[src/rtl/fork_join_ctrl_pkg.sv]
// Shared types and join-policy helpers for the fork/join barrier controller.
// Optional timeout support is enabled with the FORK_JOIN_TIMEOUT_EN macro.
package fork_join_pkg;

  typedef enum logic [1:0] {
    JOIN_ALL  = 2'd0,
    JOIN_ANY  = 2'd1,
    JOIN_NONE = 2'd2,
    JOIN_RSVD = 2'd3
  } join_mode_e;

  typedef enum logic [1:0] {
    IDLE     = 2'd0,
    DISPATCH = 2'd1,
    WAIT     = 2'd2,
    DRAIN    = 2'd3
  } fj_state_e;

  localparam int unsigned MAX_CHILD = 8;

  function automatic logic all_done(logic [MAX_CHILD-1:0] mask, int n_child);
    logic [MAX_CHILD:0]   lim;
    logic [MAX_CHILD-1:0] full;
    lim  = {{MAX_CHILD{1'b0}}, 1'b1} << n_child;
    full = MAX_CHILD'(lim - 1'b1);
    return mask == full;
  endfunction

  // Reserved encoding behaves as ALL.
  function automatic logic join_met(join_mode_e mode, logic [MAX_CHILD-1:0] mask,
                                    int n_child);
    case (mode)
      JOIN_ANY:  return |mask;
      JOIN_NONE: return 1'b1;
      default:   return all_done(mask, n_child);
    endcase
  endfunction

endpackage

[src/rtl/fork_join_ctrl_if.sv]
// Parent/child handshake bundle for fork_join_ctrl; master = stimulus side, slave = controller.
// Timeout signals exist only when FORK_JOIN_TIMEOUT_EN is defined.
interface fork_join_ctrl_if #(
  parameter int N_CHILD = 3,
  parameter int TS_W    = 16
`ifdef FORK_JOIN_TIMEOUT_EN
  , parameter int TMO_W = 8
`endif
) ();
  localparam int ID_W = $clog2(N_CHILD);

  logic               start_i;
  logic [1:0]         mode_i;
  logic [N_CHILD-1:0] done_i;
  logic [N_CHILD-1:0] go_o;
  logic               busy_o;
  logic               proceed_o;
  logic [N_CHILD-1:0] done_mask_o;
  logic [ID_W-1:0]    first_id_o;
  logic [TS_W-1:0]    proceed_ts_o;
`ifdef FORK_JOIN_TIMEOUT_EN
  logic [TMO_W-1:0]   tmo_limit_i;
  logic               timeout_o;
`endif

  modport master (
    output start_i, mode_i, done_i,
    input  go_o, busy_o, proceed_o, done_mask_o, first_id_o, proceed_ts_o
`ifdef FORK_JOIN_TIMEOUT_EN
    , output tmo_limit_i
    , input  timeout_o
`endif
  );

  modport slave (
    input  start_i, mode_i, done_i,
    output go_o, busy_o, proceed_o, done_mask_o, first_id_o, proceed_ts_o
`ifdef FORK_JOIN_TIMEOUT_EN
    , input  tmo_limit_i
    , output timeout_o
`endif
  );

endinterface

[src/rtl/fork_join_ctrl_done_tracker.sv]
// Sticky per-child completion mask with first-finisher capture (lowest index wins ties).
// Used by fork_join_ctrl; no configuration macros.
module fj_done_tracker
  import fork_join_pkg::*;
#(
  parameter int N_CHILD = 3,
  localparam int ID_W = $clog2(N_CHILD)
) (
  input  logic               clk,
  input  logic               rst,
  input  logic               clear_i,
  input  logic               en_i,
  input  logic [N_CHILD-1:0] done_i,
  output logic [N_CHILD-1:0] mask_o,
  output logic [N_CHILD-1:0] mask_upd_o,
  output logic [ID_W-1:0]    first_id_o
);

  logic [ID_W-1:0] low_id;

  always_comb begin
    mask_upd_o = mask_o | done_i;
    low_id     = '0;
    for (int unsigned i = N_CHILD; i > 0; i--) begin
      if (done_i[i-1]) low_id = ID_W'(i - 1);
    end
  end

  always_ff @(posedge clk) begin
    if (rst || clear_i) begin
      mask_o     <= '0;
      first_id_o <= '0;
    end else if (en_i) begin
      mask_o <= mask_upd_o;
      if (mask_o == '0 && done_i != '0) first_id_o <= low_id;
    end
  end

endmodule

[src/rtl/fork_join_ctrl.sv]
// Fork/join barrier: one go pulse to all children, proceed under ALL/ANY/NONE policy, busy until all report.
// Define FORK_JOIN_TIMEOUT_EN to add tmo_limit_i/timeout_o and the watchdog counter.
module fork_join_ctrl
  import fork_join_pkg::*;
#(
  parameter int N_CHILD = 3,
  parameter int TS_W    = 16,
  parameter int TMO_W   = 8
) (
  input logic           clk,
  input logic           rst,
  fork_join_ctrl_if.slave bus
);

  fj_state_e          state, state_nxt;
  join_mode_e         mode_q;
  logic [TS_W-1:0]    ts;
  logic [N_CHILD-1:0] mask_upd;
  logic               accept, track_en, full_upd, met, fire;

  assign accept   = (state == IDLE) && bus.start_i;
  assign track_en = (state != IDLE);
  assign full_upd = all_done(MAX_CHILD'(mask_upd), N_CHILD);
  assign met      = join_met(mode_q, MAX_CHILD'(mask_upd), N_CHILD);

  fj_done_tracker #(.N_CHILD(N_CHILD)) u_tracker (
    .clk        (clk),
    .rst        (rst),
    .clear_i    (accept),
    .en_i       (track_en),
    .done_i     (bus.done_i),
    .mask_o     (bus.done_mask_o),
    .mask_upd_o (mask_upd),
    .first_id_o (bus.first_id_o)
  );

`ifdef FORK_JOIN_TIMEOUT_EN
  logic [TMO_W-1:0] tmo_cnt, tmo_inc;
  logic             tmo_hit;

  assign tmo_inc = tmo_cnt + 1'b1;
  // A fork whose children all report this cycle completes normally instead of timing out.
  assign tmo_hit = (state == WAIT || state == DRAIN) && (bus.tmo_limit_i != '0) &&
                   (tmo_inc == bus.tmo_limit_i) && !full_upd;
`else
  logic [TMO_W-1:0] unused_tmo;
  assign unused_tmo = '0;
`endif

  always_comb begin
    state_nxt = state;
    fire      = 1'b0;
    case (state)
      IDLE:     if (bus.start_i) state_nxt = DISPATCH;
      DISPATCH,
      WAIT: begin
        if (met) begin
          fire      = 1'b1;
          state_nxt = full_upd ? IDLE : DRAIN;
        end else begin
          state_nxt = WAIT;
        end
      end
      DRAIN:    if (full_upd) state_nxt = IDLE;
      default:  state_nxt = IDLE;
    endcase
`ifdef FORK_JOIN_TIMEOUT_EN
    if (tmo_hit) begin
      state_nxt = IDLE;
      fire      = 1'b0;
    end
`endif
  end

  always_ff @(posedge clk) begin
    if (rst) begin
      state            <= IDLE;
      mode_q           <= JOIN_ALL;
      ts               <= '0;
      bus.go_o         <= '0;
      bus.busy_o       <= 1'b0;
      bus.proceed_o    <= 1'b0;
      bus.proceed_ts_o <= '0;
    end else begin
      state         <= state_nxt;
      ts            <= ts + 1'b1;
      bus.go_o      <= accept ? '1 : '0;
      bus.busy_o    <= (state_nxt != IDLE);
      bus.proceed_o <= fire;
      if (accept) mode_q <= join_mode_e'(bus.mode_i);
      // Captured value equals the timestamp of the cycle proceed_o is high.
      if (fire) bus.proceed_ts_o <= ts + 1'b1;
    end
  end

`ifdef FORK_JOIN_TIMEOUT_EN
  always_ff @(posedge clk) begin
    if (rst) begin
      tmo_cnt       <= '0;
      bus.timeout_o <= 1'b0;
    end else begin
      bus.timeout_o <= tmo_hit;
      if (state == DISPATCH)                    tmo_cnt <= '0;
      else if (state == WAIT || state == DRAIN) tmo_cnt <= tmo_inc;
    end
  end
`endif

endmodule

[src/flat_wrapper.sv]
// flat-port wrapper written by rule: the top's interface ports become plain ports
module fork_join_ctrl_flat import fork_join_pkg::*;
#(
  parameter int N_CHILD = 3,
  parameter int TS_W    = 16,
  parameter int TMO_W   = 8
)
  (clk, rst, bus_start_i, bus_mode_i, bus_done_i, bus_go_o, bus_busy_o, bus_proceed_o, bus_done_mask_o, bus_first_id_o, bus_proceed_ts_o);
  fork_join_ctrl_if #(.N_CHILD(N_CHILD), .TS_W(TS_W)) bus_i ();
  input logic clk;
  input logic rst;
  input wire logic [$bits(bus_i.start_i)-1:0] bus_start_i;
  input wire logic [$bits(bus_i.mode_i)-1:0] bus_mode_i;
  input wire logic [$bits(bus_i.done_i)-1:0] bus_done_i;
  output wire logic [$bits(bus_i.go_o)-1:0] bus_go_o;
  output wire logic [$bits(bus_i.busy_o)-1:0] bus_busy_o;
  output wire logic [$bits(bus_i.proceed_o)-1:0] bus_proceed_o;
  output wire logic [$bits(bus_i.done_mask_o)-1:0] bus_done_mask_o;
  output wire logic [$bits(bus_i.first_id_o)-1:0] bus_first_id_o;
  output wire logic [$bits(bus_i.proceed_ts_o)-1:0] bus_proceed_ts_o;
  assign bus_i.start_i = bus_start_i;
  assign bus_i.mode_i = bus_mode_i;
  assign bus_i.done_i = bus_done_i;
  assign bus_go_o = bus_i.go_o;
  assign bus_busy_o = bus_i.busy_o;
  assign bus_proceed_o = bus_i.proceed_o;
  assign bus_done_mask_o = bus_i.done_mask_o;
  assign bus_first_id_o = bus_i.first_id_o;
  assign bus_proceed_ts_o = bus_i.proceed_ts_o;
  fork_join_ctrl #(.N_CHILD(N_CHILD), .TS_W(TS_W), .TMO_W(TMO_W)) u_core (.clk(clk), .rst(rst), .bus(bus_i));
endmodule
[config.mk]
export PLATFORM = sky130hd
export DESIGN_NAME = fork_join_ctrl_flat
export DESIGN_NICKNAME = d
export VERILOG_FILES = /design/src/rtl/fork_join_ctrl_pkg.sv /design/src/rtl/fork_join_ctrl_if.sv /design/src/rtl/fork_join_ctrl_done_tracker.sv /design/src/rtl/fork_join_ctrl.sv /design/src/flat_wrapper.sv
export SDC_FILE = /design/constraint.sdc
export NUM_CORES = 1
export LEC_CHECK = 0
export ABC_AREA = 0
export CAP_MARGIN = 20
export CORE_MARGIN = 2
export CORE_UTILIZATION = 50
export CTS_CLUSTER_DIAMETER = 60
export DETAILED_ROUTE_END_ITERATION = 10
export GPL_TIMING_DRIVEN = 0
export PLACE_DENSITY = 0.74
export SLEW_MARGIN = 10
export SYNTH_ARGS = -nofsm -noshare
export SYNTH_HDL_FRONTEND = slang
export SYNTH_SLANG_ARGS = --single-unit
[constraint.sdc]
create_clock -name clk -period 3.6 [get_ports clk]
set_input_delay 0.72 -clock clk [delete_from_list [all_inputs] [get_ports clk]]
set_output_delay 0.72 -clock clk [all_outputs]
set_load 0.1 [all_outputs]
=== After elaboration in Yosys (flattened, before gate mapping) ===
Index checks and enable logic that the tools add are counted.

* Flip-flop bits (word level): 46
* Latch bits: 0
* Bits in writable memories: 0
* ROM bits: 0
* Input port bits: 8
* Output and inout bits: 26
* Logic and storage cells: 40
* Memories: 0

* Add/subtract/negate cells: 1
* Multiply operators: 0
* Divide/modulo/power cells: 0
* Magnitude comparators: 0
* Equal/unequal tests: 6
* Shift operators: 0
* Mux-type cells: 12
* Bitwise operators: 1
* Reductions and logical operators: 11

{| class="wikitable"
|+ Operator list
! kind !! number
|-
| $add A16 B1 Y16 const B || 1
|-
| $mux W2 || 7
|-
| $eq A2 B2 Y1 const B || 3
|-
| $pmux W2 S3 || 1
|-
| $eq A2 B1 Y1 const B || 2
|-
| $reduce_bool A2 Y1 || 2
|-
| $eq A3 B3 Y1 const B || 1
|-
| $logic_not A3 Y1 || 1
|-
| $mux W3 || 1
|-
| $or A3 B3 Y3 || 1
|-
| $reduce_bool A3 Y1 || 1
|-
| $reduce_or A3 Y1 || 1
|-
| $logic_and A1 B1 Y1 || 2
|-
| $logic_not A2 Y1 || 1
|-
| $mux W1 || 2
|-
| $pmux W1 S2 || 1
|-
| $reduce_and A2 Y1 || 1
|-
| $reduce_or A2 Y1 || 1
|-
| $logic_or A1 B1 Y1 || 1
|}

=== Longest topological paths before layout ===
* Depth after elaboration: 6
* Depth in mapped cells: 7
* Depth with buffers taken out: 6

=== Hierarchy ===
From an unflattened synthesis, not the netlist that was laid out.

* Cells, all modules: 199
* Area, all modules: 1,930.6 µm²

{| class="wikitable"
|+ Modules (own cells, without submodules)
! module !! times used !! cells an instance !! area each (µm²) !! sequential area each (µm²)
|-
| fork_join_ctrl || 1 || 177 || 1,711.6 || 780.7
|-
| fj_done_tracker || 1 || 22 || 219.0 || 100.1
|}

=== Worst setup path after synthesis ===
OpenSTA, ideal clock, no wires.

* Path kind: flip-flop to flip-flop
* Start point: register u_core.u_tracker.mask_o[0]
* End point: register u_core.bus.proceed_ts_o[0]
* Data arrival time: 2.129 ns
* Slack: 1.385 ns
* Cell stages (with the launch flop): 6
* Buffers on the path: 1
* Path through: dfxtp_1 o22ai_1 o21ai_1 buf_4 a21oi_1 a211oi_1

* Longest elaborated chain between the ends: 5

{| class="wikitable"
|+ Ends and longest elaborated chain
! what !! line !! RTL
|-
| start: declaration || fork_join_ctrl_done_tracker.sv:14 || <nowiki>output logic [N_CHILD-1:0] mask_o,</nowiki>
|-
| start signal: assignment || fork_join_ctrl_done_tracker.sv:34 || <nowiki>mask_o <= mask_upd_o;</nowiki>
|-
| $or A3 B3 Y3 (*) || fork_join_ctrl_done_tracker.sv:22 || <nowiki>mask_upd_o = mask_o | done_i;</nowiki>
|-
| $eq A3 B3 Y1 or $reduce_or A3 Y1 (tied branches) || fork_join_ctrl_pkg.sv:26, fork_join_ctrl_pkg.sv:33 ||
|-
| $pmux W1 S2 (*) || fork_join_ctrl_pkg.sv:32 || <nowiki>case (mode)</nowiki>
|-
| $mux W1 (*) || fork_join_ctrl.sv:57 || <nowiki>if (met) begin</nowiki>
|-
| $mux W1 (*) || fork_join_ctrl.sv:53 || <nowiki>case (state)</nowiki>
|-
| end signal: assignment || fork_join_ctrl.sv:92 || <nowiki>if (fire) bus.proceed_ts_o <= ts + 1'b1;</nowiki>
|-
| end: declaration || fork_join_ctrl_if.sv:37 || <nowiki>output go_o, busy_o, proceed_o, done_mask_o, first_id_o, proceed_ts_o</nowiki>
|}

Every way passes the cells marked *; elsewhere a longest branch is shown, timed or not.
A chain may end at the register's enable or synchronous reset.

==> out/metrics.csv <==
stage,metric,value,unit
logic_synthesis,Mapped Avg Cell Area,9.20,um^2
sta,clk_skew,0.00555,ns
setup_path,Setup Crit Path Kind,reg -> out,
grt,first-pass GRT wire length,6.47,mm
finish,Nets,254,
logic_synthesis,top cell type's share of synthesized area,47.9,%
power_and_ir_drop,Max VDD drop,0.000288,V
place,hpwl dp,2.80,mm
grt,initial antenna violation count,0,
job,max cap viols,0,
logic_synthesis,Synth area leader,dfxtp_1,
floorplan,chip height,64.7,um
setup_path,Worst Setup End Kind,output pin,
routing,final wirelength,3.80,mm
grt,number of global-route vias before repair,1464,
finish,layout cells sized above 1,7.47,%
finish,area of the multi-input gates,875,um^2
clock_tree,Post-CTS Setup Repair Bufs,0,
grt,GRT Overall Usage,20.1,%
sta,# setup viols final,0,
place,Post-Place Cells,281,
clock_tree,Clock Latency Late Sink,0.29,ns
sta,RSZ-0062 raised after global routing,no,
sta,Rel. slew slack,34.9,%
routing,DR WL/cell,13.1,um
floorplan,Rows,22,
clock_tree,clock tree sinks,44,
sta,worst-margin pin slew,0.973,ns
place,DP Area,2230,um^2
setup_path,crit path launch type,flop,
logic_synthesis,Cell variety after synth,38,
floorplan,die width,64.7,um
logic_synthesis,dominant synthesized flop cell,dfxtp_1,
setup_path,required time worst endpoint,2.88,ns
floorplan,DIE AREA,4180,um^2
clock_tree,Num CTS Buffers,5,
finish,area delta synth->final,26.1,%
hold_path,worst hold stages,2,
sta,Final period util,72.1,%
logic_synthesis,"count leader, synth",dfxtp_1,
sta,Max Slew Vio Count,0,
clock_tree,clock tree from TritonCTS,done,
routing,DRC Markers,0,
routing,drt initial violations,73,
power_and_ir_drop,P per Cell Area,527,nW/um^2
finish,fin cells,289,
floorplan,Starting Density,51.0,%
routing,DRT Pass-1 Iters,5,
clock_tree,clk root buf,clkbuf_8,
logic_synthesis,fraction of registers with async set/reset,0,%
floorplan,CORE AREA,3610,um^2
clock_tree,"CTS clk-pin slew, worst paths",0.08,ns
setup_path,r2r worst-path depth,7,
floorplan,I/O pin cnt,34,
finish,number of diodes,0,
finish,fill count,319,
grt,aggregate global routing overflow,0,
power_and_ir_drop,Design Power,0.00122,W
place,IO Port Bufs,33,
logic_synthesis,Post-synth EDFFs,0,
logic_synthesis,most instantiated cells after synthesis,"dfxtp_1, a21oi_1, nor2_1",
setup_path,Crit Path Max Fanout,3,
logic_synthesis,"Seq/Total Area, Yosys",47.9,%
clock_tree,CTS H-tree lvls,2,
logic_synthesis,Synthesis Warnings,0,
outcome,status,"complete, no violations",
sta,Final TNS setup,0,ns
sta,Final min period,2.60,ns
clock_tree,CTS Buffer Depth,2,
sta,Final Hold Viols,0,
setup_path,data arrival time of the critical path,1.88,ns
hold_path,HP Class,reg -> reg,
finish,FF/Latch Area,881,um^2
clock_tree,CTS resizes,0,
grt,largest net degree at the start of global routing,13,
logic_synthesis,Yosys reg bits,44,
sta,Fmax,0.385,GHz
logic_synthesis,synth top area cells,"dfxtp_1, a21oi_1, nor2_1, xnor2_1, a211oi_1",
logic_synthesis,synthesized area,1840,um^2
logic_synthesis,Post-Syn Instances,200,
logic_synthesis,syn nets,214,
routing,drt via density,5.40,
routing,Via Count,1560,
clock_tree,Hold Buf Count CTS,0,
routing,antenna-violating nets left,0,
power_and_ir_drop,Static Leak,0.795,nW
place,routability congestion estimate,0.865,
finish,design area,2320,um^2
==> final cells by class <==
cell class / count / share of cell area (%)
tap: 48 / 2.59
multi-input combinational: 137 / 37.7
buffer: 9 / 2.05
clock buffer: 8 / 3.88
timing repair buffer: 33 / 14.2
sequential: 44 / 38.0
inverter: 10 / 1.62
==> power by group <==
group / leakage (nW) / internal [W] / switching (W)
logic: 0.392 / 0.0000962 / 0.000279
clock network: 0.0455 / 0.000157 / 0.000156
registers: 0.358 / 0.000517 / 0.0000183
==> path summary, 6_finish.rpt <==
kind	to	slack (ns)	start
setup reg to reg	u_core.bus.proceed_ts_o[10]$_SDFFE_PP0P_	1.47	u_core.state[0]$_SDFF_PP0_
setup / recovery	bus_go_o[2]	1.00	u_core.bus.go_o[1]$_SDFF_PP0_
hold / removal	u_core.u_tracker.first_id_o[1]$_SDFFE_PP0P_	0.48	u_core.u_tracker.first_id_o[1]$_SDFFE_PP0P_
hold reg to reg	u_core.u_tracker.first_id_o[1]$_SDFFE_PP0P_	0.48	u_core.u_tracker.first_id_o[1]$_SDFFE_PP0P_
==> kinds of logic (layout without fill, tap and decap cells) <==
group / after synthesis / after routing / synth area share, %
adders and majority gates: 6 / 6 / 4.08
AOI/OAI and AO/OA: 57 / 57 / 19.9
DFF: 44 / 44 / 47.9
buffers and inverters: 19 / 60 / 4.62
and+or+nand+nor: 61 / 61 / 17.4
xor gates and xnor gates: 13 / 13 / 6.19
==> metrics by stage <==
step | utilization (%) | hold slack, ns | setup WS [ns]
5_1_grt | 64.4 | 0.499 | 0.944
2_1_floorplan | - | 0.442 | 1.39
3_5_place_dp | 61.9 | 0.458 | 0.965
3_3_place_gp | 61.9 | 0.450 | 0.989
4_1_cts | 64.4 | 0.480 | 0.990
6_report | 64.4 | 0.476 | 1.00
==> sequential cells by signal (all words and copies together) (netlist names) <==
name / count
u_core.bus.proceed_ts_o: 16
u_core.ts: 16
u_core.u_tracker.mask_o: 3
u_core.mode_q: 2
u_core.state: 2
u_core.u_tracker.first_id_o: 2
u_core.bus.busy_o: 1
u_core.bus.go_o: 1
u_core.bus.proceed_o: 1
==> worst max-delay path, cell delays in order, from the launching register on <==
cell	delay, ns
dfxtp_1	0.35
buf_4	0.11
clkdlybuf4s50_1	1.12
==> placed cells by master, fill, tap and decap left out, types with 3 or more instances in the layout <==
master,Yosys,layout
buf_4,3,3
a211oi_1,11,11
a211oi_2,3,3
xnor2_1,11,11
clkdlybuf4s50_1,0,33
clkbuf_1,3,5
nand2_1,9,9
ha_1,6,6
nand3_1,5,5
nand4_1,3,3
nor3_1,5,5
nor4_1,5,5
a21oi_1,26,26
inv_1,10,10
dfxtp_1,44,44
nor2_1,26,26
clkbuf_8,0,6
o21ai_0,6,6
==> routing by layer <==
layer	up-vias	share of wire, %	global-route usage (%)
li1	792	-	-
met1	720	47	23.6
met2	41	48	34.9
met3	7	4.1	5.56
met4	0	1.1	7.45
met5	-	0	0
Note: power is estimated with default switching activity, not from simulation.
